==> src/rtl/muldiv_pkg.sv <==
// muldiv_pkg: shared widths, funct3 codes, FSM states and special-case constants for ex_muldiv
package muldiv_pkg;
    localparam int XLEN = 32;
    localparam logic [2:0] OP_MUL    = 3'b000;
    localparam logic [2:0] OP_MULH   = 3'b001;
    localparam logic [2:0] OP_MULHSU = 3'b010;
    localparam logic [2:0] OP_MULHU  = 3'b011;
    localparam logic [2:0] OP_DIV    = 3'b100;
    localparam logic [2:0] OP_DIVU   = 3'b101;
    localparam logic [2:0] OP_REM    = 3'b110;
    localparam logic [2:0] OP_REMU   = 3'b111;
    typedef enum logic [1:0] {S_IDLE = 2'd0, S_RUN = 2'd1, S_DONE = 2'd2} state_t;
    localparam logic [31:0] DIV0_Q  = 32'hFFFFFFFF;
    localparam logic [31:0] INT_MIN = 32'h80000000;
endpackage

==> src/rtl/div_step.sv <==
// div_step: one restoring-division step producing the next partial remainder and a quotient bit
module div_step #(
    parameter int XLEN = 32
) (
    input  logic [XLEN-1:0] rem,
    input  logic            din,
    input  logic [XLEN-1:0] d,
    output logic [XLEN-1:0] rem_next,
    output logic            q_bit
);
    logic [XLEN:0] sh, diff;
    assign sh       = {rem, din};
    assign diff     = sh - {1'b0, d};
    assign q_bit    = ~diff[XLEN];
    assign rem_next = q_bit ? diff[XLEN-1:0] : sh[XLEN-1:0];
endmodule

==> src/rtl/ex_muldiv.sv <==
// ex_muldiv: iterative RV32M multiply/divide unit; MULDIV_FAST_MUL_EN selects a single-cycle multiplier
module ex_muldiv #(
    parameter int XLEN  = muldiv_pkg::XLEN,
    parameter int CNT_W = 6
) (
    input  logic            clk,
    input  logic            R_n,
    input  logic            start,
    input  logic [2:0]      op,
    input  logic [XLEN-1:0] a,
    input  logic [XLEN-1:0] b,
    input  logic [4:0]      rdAddr_in,
    input  logic            flush,
    output logic            stall,
    output logic            busy,
    output logic            done,
    output logic [XLEN-1:0] result,
    output logic [4:0]      rdAddr_out
);
    import muldiv_pkg::*;
    state_t            state;
    logic [CNT_W-1:0]  cnt;
    logic [2:0]        op_q;
    logic [4:0]        rd_q;
    logic              neg;
    logic [XLEN-1:0]   opb;
    logic [2*XLEN-1:0] acc, acc_n, mul_fin;
    logic [XLEN:0]     sum;
    logic [XLEN-1:0]   abs_a, abs_b, rem_n, mul_word, div_word, res_run, special;
    logic              sa, sb, accept, div0, ovf, q_bit;
    assign sa     = a[XLEN-1] & (op == OP_MULH | op == OP_MULHSU | op == OP_DIV | op == OP_REM);
    assign sb     = b[XLEN-1] & (op == OP_MULH | op == OP_DIV | op == OP_REM);
    assign abs_a  = sa ? -a : a;
    assign abs_b  = sb ? -b : b;
    assign div0   = op[2] & (b == '0);
    assign ovf    = (op == OP_DIV | op == OP_REM) & (a == INT_MIN) & (b == DIV0_Q);
    assign special = div0 ? (op[1] ? a : DIV0_Q) : (op[1] ? '0 : INT_MIN);
    assign accept = (state == S_IDLE) & start & ~flush;
    assign stall  = (state == S_RUN) | accept;
    assign busy   = state != S_IDLE;
    assign done   = state == S_DONE;
    // acc holds {product hi, multiplier} for multiplies and {remainder, dividend/quotient} for divides
    div_step #(.XLEN(XLEN)) u_div_step (
        .rem(acc[2*XLEN-1:XLEN]), .din(acc[XLEN-1]), .d(opb), .rem_next(rem_n), .q_bit(q_bit)
    );
    assign sum      = {1'b0, acc[2*XLEN-1:XLEN]} + (acc[0] ? {1'b0, opb} : '0);
    assign acc_n    = op_q[2] ? {rem_n, acc[XLEN-2:0], q_bit} : {sum, acc[XLEN-1:1]};
    assign mul_fin  = neg ? -acc_n : acc_n;
    assign mul_word = (op_q[1:0] == 2'b00) ? mul_fin[XLEN-1:0] : mul_fin[2*XLEN-1:XLEN];
    assign div_word = op_q[1] ? acc_n[2*XLEN-1:XLEN] : acc_n[XLEN-1:0];
    assign res_run  = op_q[2] ? (neg ? -div_word : div_word) : mul_word;
`ifdef MULDIV_FAST_MUL_EN
    logic signed [2*XLEN+1:0] prodf;
    assign prodf = $signed({sa, a}) * $signed({sb, b});
`endif
    always_ff @(posedge clk or negedge R_n) begin
        if (!R_n) begin
            state      <= S_IDLE;
            cnt        <= '0;
            op_q       <= '0;
            rd_q       <= '0;
            neg        <= 1'b0;
            opb        <= '0;
            acc        <= '0;
            result     <= '0;
            rdAddr_out <= '0;
        end else if (flush) begin
            state <= S_IDLE;
        end else if (state == S_IDLE) begin
            if (start) begin
                op_q <= op;
                rd_q <= rdAddr_in;
                neg  <= (op[2] & op[1]) ? sa : sa ^ sb;
                opb  <= abs_b;
                acc  <= {{XLEN{1'b0}}, abs_a};
                cnt  <= '0;
                if (div0 | ovf) begin
                    result     <= special;
                    rdAddr_out <= rdAddr_in;
                    state      <= S_DONE;
                end
`ifdef MULDIV_FAST_MUL_EN
                else if (!op[2]) begin
                    result     <= (op[1:0] == 2'b00) ? prodf[XLEN-1:0] : prodf[2*XLEN-1:XLEN];
                    rdAddr_out <= rdAddr_in;
                    state      <= S_DONE;
                end
`endif
                else begin
                    state <= S_RUN;
                end
            end
        end else if (state == S_RUN) begin
            acc <= acc_n;
            cnt <= cnt + 1'b1;
            if (cnt == CNT_W'(XLEN - 1)) begin
                result     <= res_run;
                rdAddr_out <= rd_q;
                state      <= S_DONE;
            end
        end else begin
            state <= S_IDLE;
        end
    end
endmodule

==> config.mk <==
export PLATFORM = sky130hd
export DESIGN_NAME = ex_muldiv
export DESIGN_NICKNAME = d
export VERILOG_FILES = /design/src/rtl/muldiv_pkg.sv /design/src/rtl/div_step.sv /design/src/rtl/ex_muldiv.sv
export SDC_FILE = /design/constraint.sdc
export NUM_CORES = 1
export LEC_CHECK = 0
export CORE_MARGIN = 2
export CORE_UTILIZATION = 42
export DETAILED_ROUTE_END_ITERATION = 16
export GPL_ROUTABILITY_DRIVEN = 0
export HOLD_SLACK_MARGIN = 0.15
export REMOVE_ABC_BUFFERS = 1
export SYNTH_ARGS = -nofsm -noshare
export SYNTH_HDL_FRONTEND = slang
export SYNTH_SLANG_ARGS = --single-unit
==> constraint.sdc <==
create_clock -name clk -period 8.9 [get_ports clk]
set_input_delay 0.89 -clock clk [delete_from_list [all_inputs] [get_ports clk]]
set_output_delay 0.89 -clock clk [all_outputs]
set_load 0.01 [all_outputs]
* After elaboration in Yosys (flattened, before gate mapping)
Cells that the tools add are included.
** Word-level totals
- Register bits :: 150
- Logic and storage cells :: 94
- Output and inout bits :: 40
- Input port bits :: 76
** Operators by class
- Bitwise gates (word level) :: 19
- Equality and inequality tests :: 13
- $add $sub $neg :: 7
- Reductions and logical operators :: 10
- Mux-type cells :: 36
** Operators by type and width (count)
- $mux 32 :: 16
- $mux 64 :: 5
- $neg 32->32 :: 3
- $eq 32x32->1 const B :: 2
- $neg 64->64 :: 1
- $add 32x32->33 :: 1
- $sub 33x32->33 :: 1
- $logic_not 32->1 :: 1
- $mux 5 :: 5
- $mux 6 :: 3
- $mux 2 :: 6
- $and 1x1->1 :: 8
- $or 1x1->1 :: 8
- $add 6x1->6 const B :: 1
- $eq 3x3->1 const B :: 2
- $eq 6x5->1 const B :: 1
- $reduce_and 3->1 :: 2
- $reduce_bool 2->1 :: 3
- $reduce_and 5->1 :: 1
- $logic_not 2->1 :: 2
- $ne 4x3->1 const B :: 1
- $eq 3x1->1 const B :: 1
- $eq 3x2->1 const B :: 1
- $ne 3x3->1 const B :: 1
- 8 further kinds :: 9

* Longest topological paths before layout
- Depth after elaboration :: 10
- Depth in mapped cells :: 25
- Depth with buffers taken out :: 24

* Cells and area by module
A second synthesis with hierarchy kept.
** Unflattened totals
- Cells, all modules :: 2258
- Area total of the unflattened synthesis :: 17225.3 um^2
** By module, submodules not included
- ex_muldiv :: instances 1, area an instance 14866.8 um^2, seq. area each 3753.6 um^2, cells each 1953
- div_step :: instances 1, area an instance 2358.5 um^2, seq. area each 0.0 um^2, cells each 305

* Worst setup path after synthesis
OpenSTA, ideal clock, no wires.
- Path kind :: flip-flop to flip-flop
- From :: reg acc[31]
- To :: reg result[30]
- Buffers on the path :: 0
- Clock period less this slack :: 5.698 ns
- Setup slack :: 3.202 ns
- Arrival :: 5.598 ns
- Data required time :: 8.801 ns
- Library setup time :: 0.099 ns
- Cell stages (with the launch flop) :: 25
- Path through :: dfrtp_1 -> inv_1 -> ha_1 -> fa_1 -> nand2b_1 -> a211oi_2 -> o21ai_2 -> o221ai_4 -> o21ai_2 -> nand3_1 -> a21boi_0 -> ha_1 -> o21a_1 -> o21ai_0 -> nor3_1 -> nand3_1 -> nor2_1 -> o31ai_1 -> or2_2 -> or3_1 -> or2_2 -> o41ai_1 -> xnor2_1 -> a21oi_1 -> a311oi_1
** On the way
- Word-level cells in the longest chain between the ends :: 10
** Ends and longest elaborated chain
- start: declaration :: line ex_muldiv.sv:27 : logic [2*XLEN-1:0] acc, acc_n, mul_fin;
- start signal: assignment :: line ex_muldiv.sv:75 : acc <= {{XLEN{1'b0}}, abs_a};
- start signal: assignment :: line ex_muldiv.sv:94 : acc <= acc_n;
- $sub 33x32->33 :: line div_step.sv:13 : assign diff = sh - {1'b0, d};
- $mux 32 / $not 1->1 (equally long branches) :: line div_step.sv:15, div_step.sv:14
- $mux 64 * :: line ex_muldiv.sv:47 : assign acc_n = op_q[2] ? {rem_n, acc[XLEN-2:0], q_bit} : {sum, acc[XLEN-1:1]};
- $neg 64->64 / $mux 32 (equally long branches) :: line ex_muldiv.sv:48, ex_muldiv.sv:50
- $mux 64 / $neg 32->32 (equally long branches) :: line ex_muldiv.sv:48, ex_muldiv.sv:51
- $mux 32, on equally long branches :: line ex_muldiv.sv:49, ex_muldiv.sv:51
- $mux 32 * :: line ex_muldiv.sv:51 : assign res_run = op_q[2] ? (neg ? -div_word : div_word) : mul_word;
- $mux 32 * :: line ex_muldiv.sv:96 : if (cnt == CNT_W'(XLEN - 1)) begin
- $mux 32 * :: line ex_muldiv.sv:93 : end else if (state == S_RUN) begin
- $mux 32 * :: line ex_muldiv.sv:69 : end else if (state == S_IDLE) begin
- end signal: assignment :: line ex_muldiv.sv:78 : result <= special;
- end signal: assignment :: line ex_muldiv.sv:97 : result <= res_run;
- end: declaration :: line ex_muldiv.sv:17 : output logic [XLEN-1:0] result,
Mark *: on every way between the ends. The rest lies on a longest branch, timed or not. The select of a mux whose other input is x is not followed.
A chain may end at the register's enable or synchronous reset.

* Worst setup path after layout
Same ends and word-level chain as after synthesis.

==> out/metrics.csv <==
stage;metric;value;unit
clock_tree;worstSkewPairLatency;470;ps
power_and_ir_drop;p_per_area;336;mW/mm2
sta;hold_viol;0;
setup_path;reg2reg_depth;25;
synth;synth-async-reset-ratio;100;%
floorplanning;start_util;42.8;%
setup_path;crit_path_start_kind;flip-flop;
clock_tree;h-tree-depth;4;
routing;totalWireLength;66.0;mm
synth;synth_fa_ha_area_share;5.52;%
setup_path;critPathKind;flip-flop to flip-flop;
synth;yosys.area_share.simple;23.7;%
synth;synth_mux_area_share;3.98;%
power_and_ir_drop;leakagePower;7.50;nW
global_route;grt_util_met2;50.3;%
synth;ys_warn_count;0;
sta;fin_crit;7570;ps
floorplanning;die_w;203;um
clock_tree;post-cts-setup-buffers;0;
run_status;status;finished clean;
sta;rsz0062_at_grt;no;
setup_path;r2r_end;result[30];
clock_tree;cts_tree;done;
placed_design;hpwl;49.1;mm
power_and_ir_drop;ir_drop;0.000177;V
floorplanning;dieHeight;203;um
clock_tree;clk_pin_slew;70;ps
synth;synth-compound-area-share;30.4;%
min_path;worstHoldPathType;input port to asynchronous set/reset pin;
synth;syn_area_per_cell;7.39;um2
sta;fmax;0.132;GHz
sta;fin_tns_setup;0;ps
synth;synth-seq-cells;150;
global_route;grt_max_degree;96;
routing;drtAntennaViolNets;0;
flow_run;maxCapViolations;0;
clock_tree;cts_root_buf;clkbuf_16;
synth;synth_area;0.0166;mm2
clock_tree;numCtsBuffers;17;
routing;drc;0;
sta;setup_viol;0;
synth;synth_edf_count;0;
routing;vias;18300;
clock_tree;cts_sinks;150;
setup_path;end_kind;flip-flop;
final_layout;final_common_cell;nand2_1;
synth;synth_flop_cell;dfrtp_1;
floorplanning;core.rowCount;72;
global_route;grt_usage;31.7;%
synth;yosysSeqAreaShare;22.6;%
global_route;grt_first_pass_wirelength;101;mm
synth;synthCells;2246;
routing;first_pass_iters;8;
final_layout;area_growth;12.4;%
sta;relSlewSlack;15.8;%
final_layout;final_cell_mix;nand2_1, o21ai_0, nor2_1, a21oi_1, dfrtp_1;
global_route;grt_pass1_vias;17300;
synth;synth-xor-area-share;8.91;%
clock_tree;post_cts_resized;0;
final_layout;layout-drive-gt1-share;6.34;%
global_route;use_met1;42.0;%
floorplanning;core;0.0388;mm2
setup_path;r2r_start;acc[31];
floorplanning;io_pins;116;
global_route;antenna_found_initial;1;
power_and_ir_drop;fin_total_pwr;6.28;mW
sta;worst_pin_slew;1250;ps
clock_tree;cts_hold_buf;0;
synth;synthDistinctLibCells;93;
placed_design;portBuffers;115;
sta;period_share;85.1;%
sta;finalClockSkew;11.5;ps
setup_path;path_max_fanout;17;
synth;synth_top_family_by_area;compound AO/OA/AOI/OAI gates;
routing;via_per_inst;6.53;
routing;dr.first_iter.drc_count;2011;
global_route;use_met3;6.36;%
setup_path;cp.required;9280;ps
sta;finalMaxSlewViolations;0;
setup_path;critPathArrivalTime;7950;ps
global_route;grt-ovfl-total;0;
clock_tree;clock_path_buffers;2;
routing;wire_per_inst;23.5;um
floorplanning;die_area;0.0411;mm2
setup_path;regToRegSetupSlack;1330;ps
final_layout;final_nets;2423;
global_route;busiest_layer;met2;
==> logic make-up after synthesis <==
group	count (synthesis)
xor+xnor	169
simple gates	820
compound gates	768
mux	63
buf+inv	204
flops	150
fa+ha+maj	72
==> Yosys cell counts, types with 19 or more instances <==
| cell | count | share of area, % |
|---|---|---|
| a211oi_1 | 23 | 1.0 |
| a21o_1 | 35 | 1.6 |
| a21oi_1 | 156 | 4.7 |
| a22o_1 | 19 | 1.0 |
| a31oi_1 | 34 | 1.3 |
| and2_1 | 41 | 1.5 |
| and3_1 | 19 | 0.72 |
| clkbuf_1 | 97 | 2.2 |
| dfrtp_1 | 150 | 23 |
| ha_1 | 70 | 5.3 |
| inv_1 | 67 | 1.5 |
| mux2_2 | 23 | 1.6 |
| mux2i_1 | 39 | 2.4 |
| nand2_1 | 266 | 6.0 |
| nand2b_1 | 27 | 1.0 |
| nand3_1 | 63 | 1.9 |
| nand4_1 | 30 | 1.1 |
| nor2_1 | 190 | 4.3 |
| nor3_1 | 61 | 1.8 |
| o211ai_1 | 21 | 0.95 |
| o21ai_0 | 222 | 6.7 |
| o221ai_1 | 31 | 1.6 |
| o31ai_1 | 37 | 1.7 |
| or3_1 | 23 | 0.87 |
| xnor2_1 | 103 | 5.4 |
| xor2_1 | 66 | 3.5 |
==> through the flow <==
step | std cells | area [um2] | setup WS (ps) | hold WS, ps | utilization, %
after CTS | 2806 | 18700 | 1600 | 364 | 48.1
final | 2807 | 18700 | 1330 | 350 | 48.1
after floorplan | 2111 | 16100 | 720 | 445 | -
after global placement | 2774 | 18100 | 1970 | 452 | 46.7
after detailed placement | 2774 | 18100 | 1620 | 457 | 46.7
after global routing | 2806 | 18700 | 938 | 379 | 48.1
==> layer usage <==
| layer | wire, um | vias up | part of all wire [%] |
|---|---|---|---|
| met5 | 0 | - | 0 |
| met1 | 28200 | 8834 | 43 |
| met4 | 2920 | 0 | 4.4 |
| met2 | 29600 | 936 | 45 |
| met3 | 5360 | 200 | 8.1 |
| li1 | - | 8346 | - |
==> area by class of cell <==
cell class                      instances  area (um2)
Antenna cell                            1        2.50
Clock buffer                           17         425
Clock inverter                         15         123
Fill cell                            3897       20200
Inverter                               69         259
Multi-Input combinational cell       1892       12100
Sequential cell                       150        3760
Tap cell                              518         648
Timing Repair Buffer                  145        1380
==> power breakdown <==
| part | internal (mW) | total (mW) | switching [mW] | leakage [nW] |
|---|---|---|---|---|
| clock network | 0.362 | 0.727 | 0.365 | 0.251 |
| registers | 0.910 | 1.23 | 0.321 | 1.90 |
| logic | 1.59 | 4.32 | 2.73 | 5.35 |
| total | 2.87 | 6.28 | 3.41 | 7.50 |
==> worst max-delay path, stage by stage, from the launching register on <==
cell,delay (ps)
dfrtp_1,460
inv_1,130
ha_1,230
fa_1,420
nand2b_1,210
a211oi_2,560
o21ai_2,200
o221ai_4,350
o21ai_2,70
buf_4,240
nand3_1,280
a21boi_0,290
ha_1,260
o21a_1,190
o21ai_0,310
nor3_1,510
nand3_1,290
nor2_1,390
o31ai_1,170
or2_2,350
or3_1,410
or2_2,350
o41ai_1,330
xnor2_1,170
a21oi_1,80
a311oi_1,240
==> worst max path at each step <==
stage | from | end | slack (ps) | cells after the start
after CTS | acc[31] | result[30] | 1600 | 25
after floorplan | op_q[2] | result[30] | 720 | 16
after global routing | acc[31] | result[30] | 940 | 25
after global placement | acc[31] | result[30] | 1970 | 25
final | acc[31] | result[30] | 1330 | 25
after detailed placement | acc[31] | result[30] | 1620 | 25
==> registers in the layout, indices dropped and copies added, names as in the netlist <==
register and flops:
state 2, acc 64, rd_q 5, neg 1
rdAddr_out 5, result 32, op_q 3, cnt 6
opb 32
Note: power is estimated with default switching activity, not from simulation.
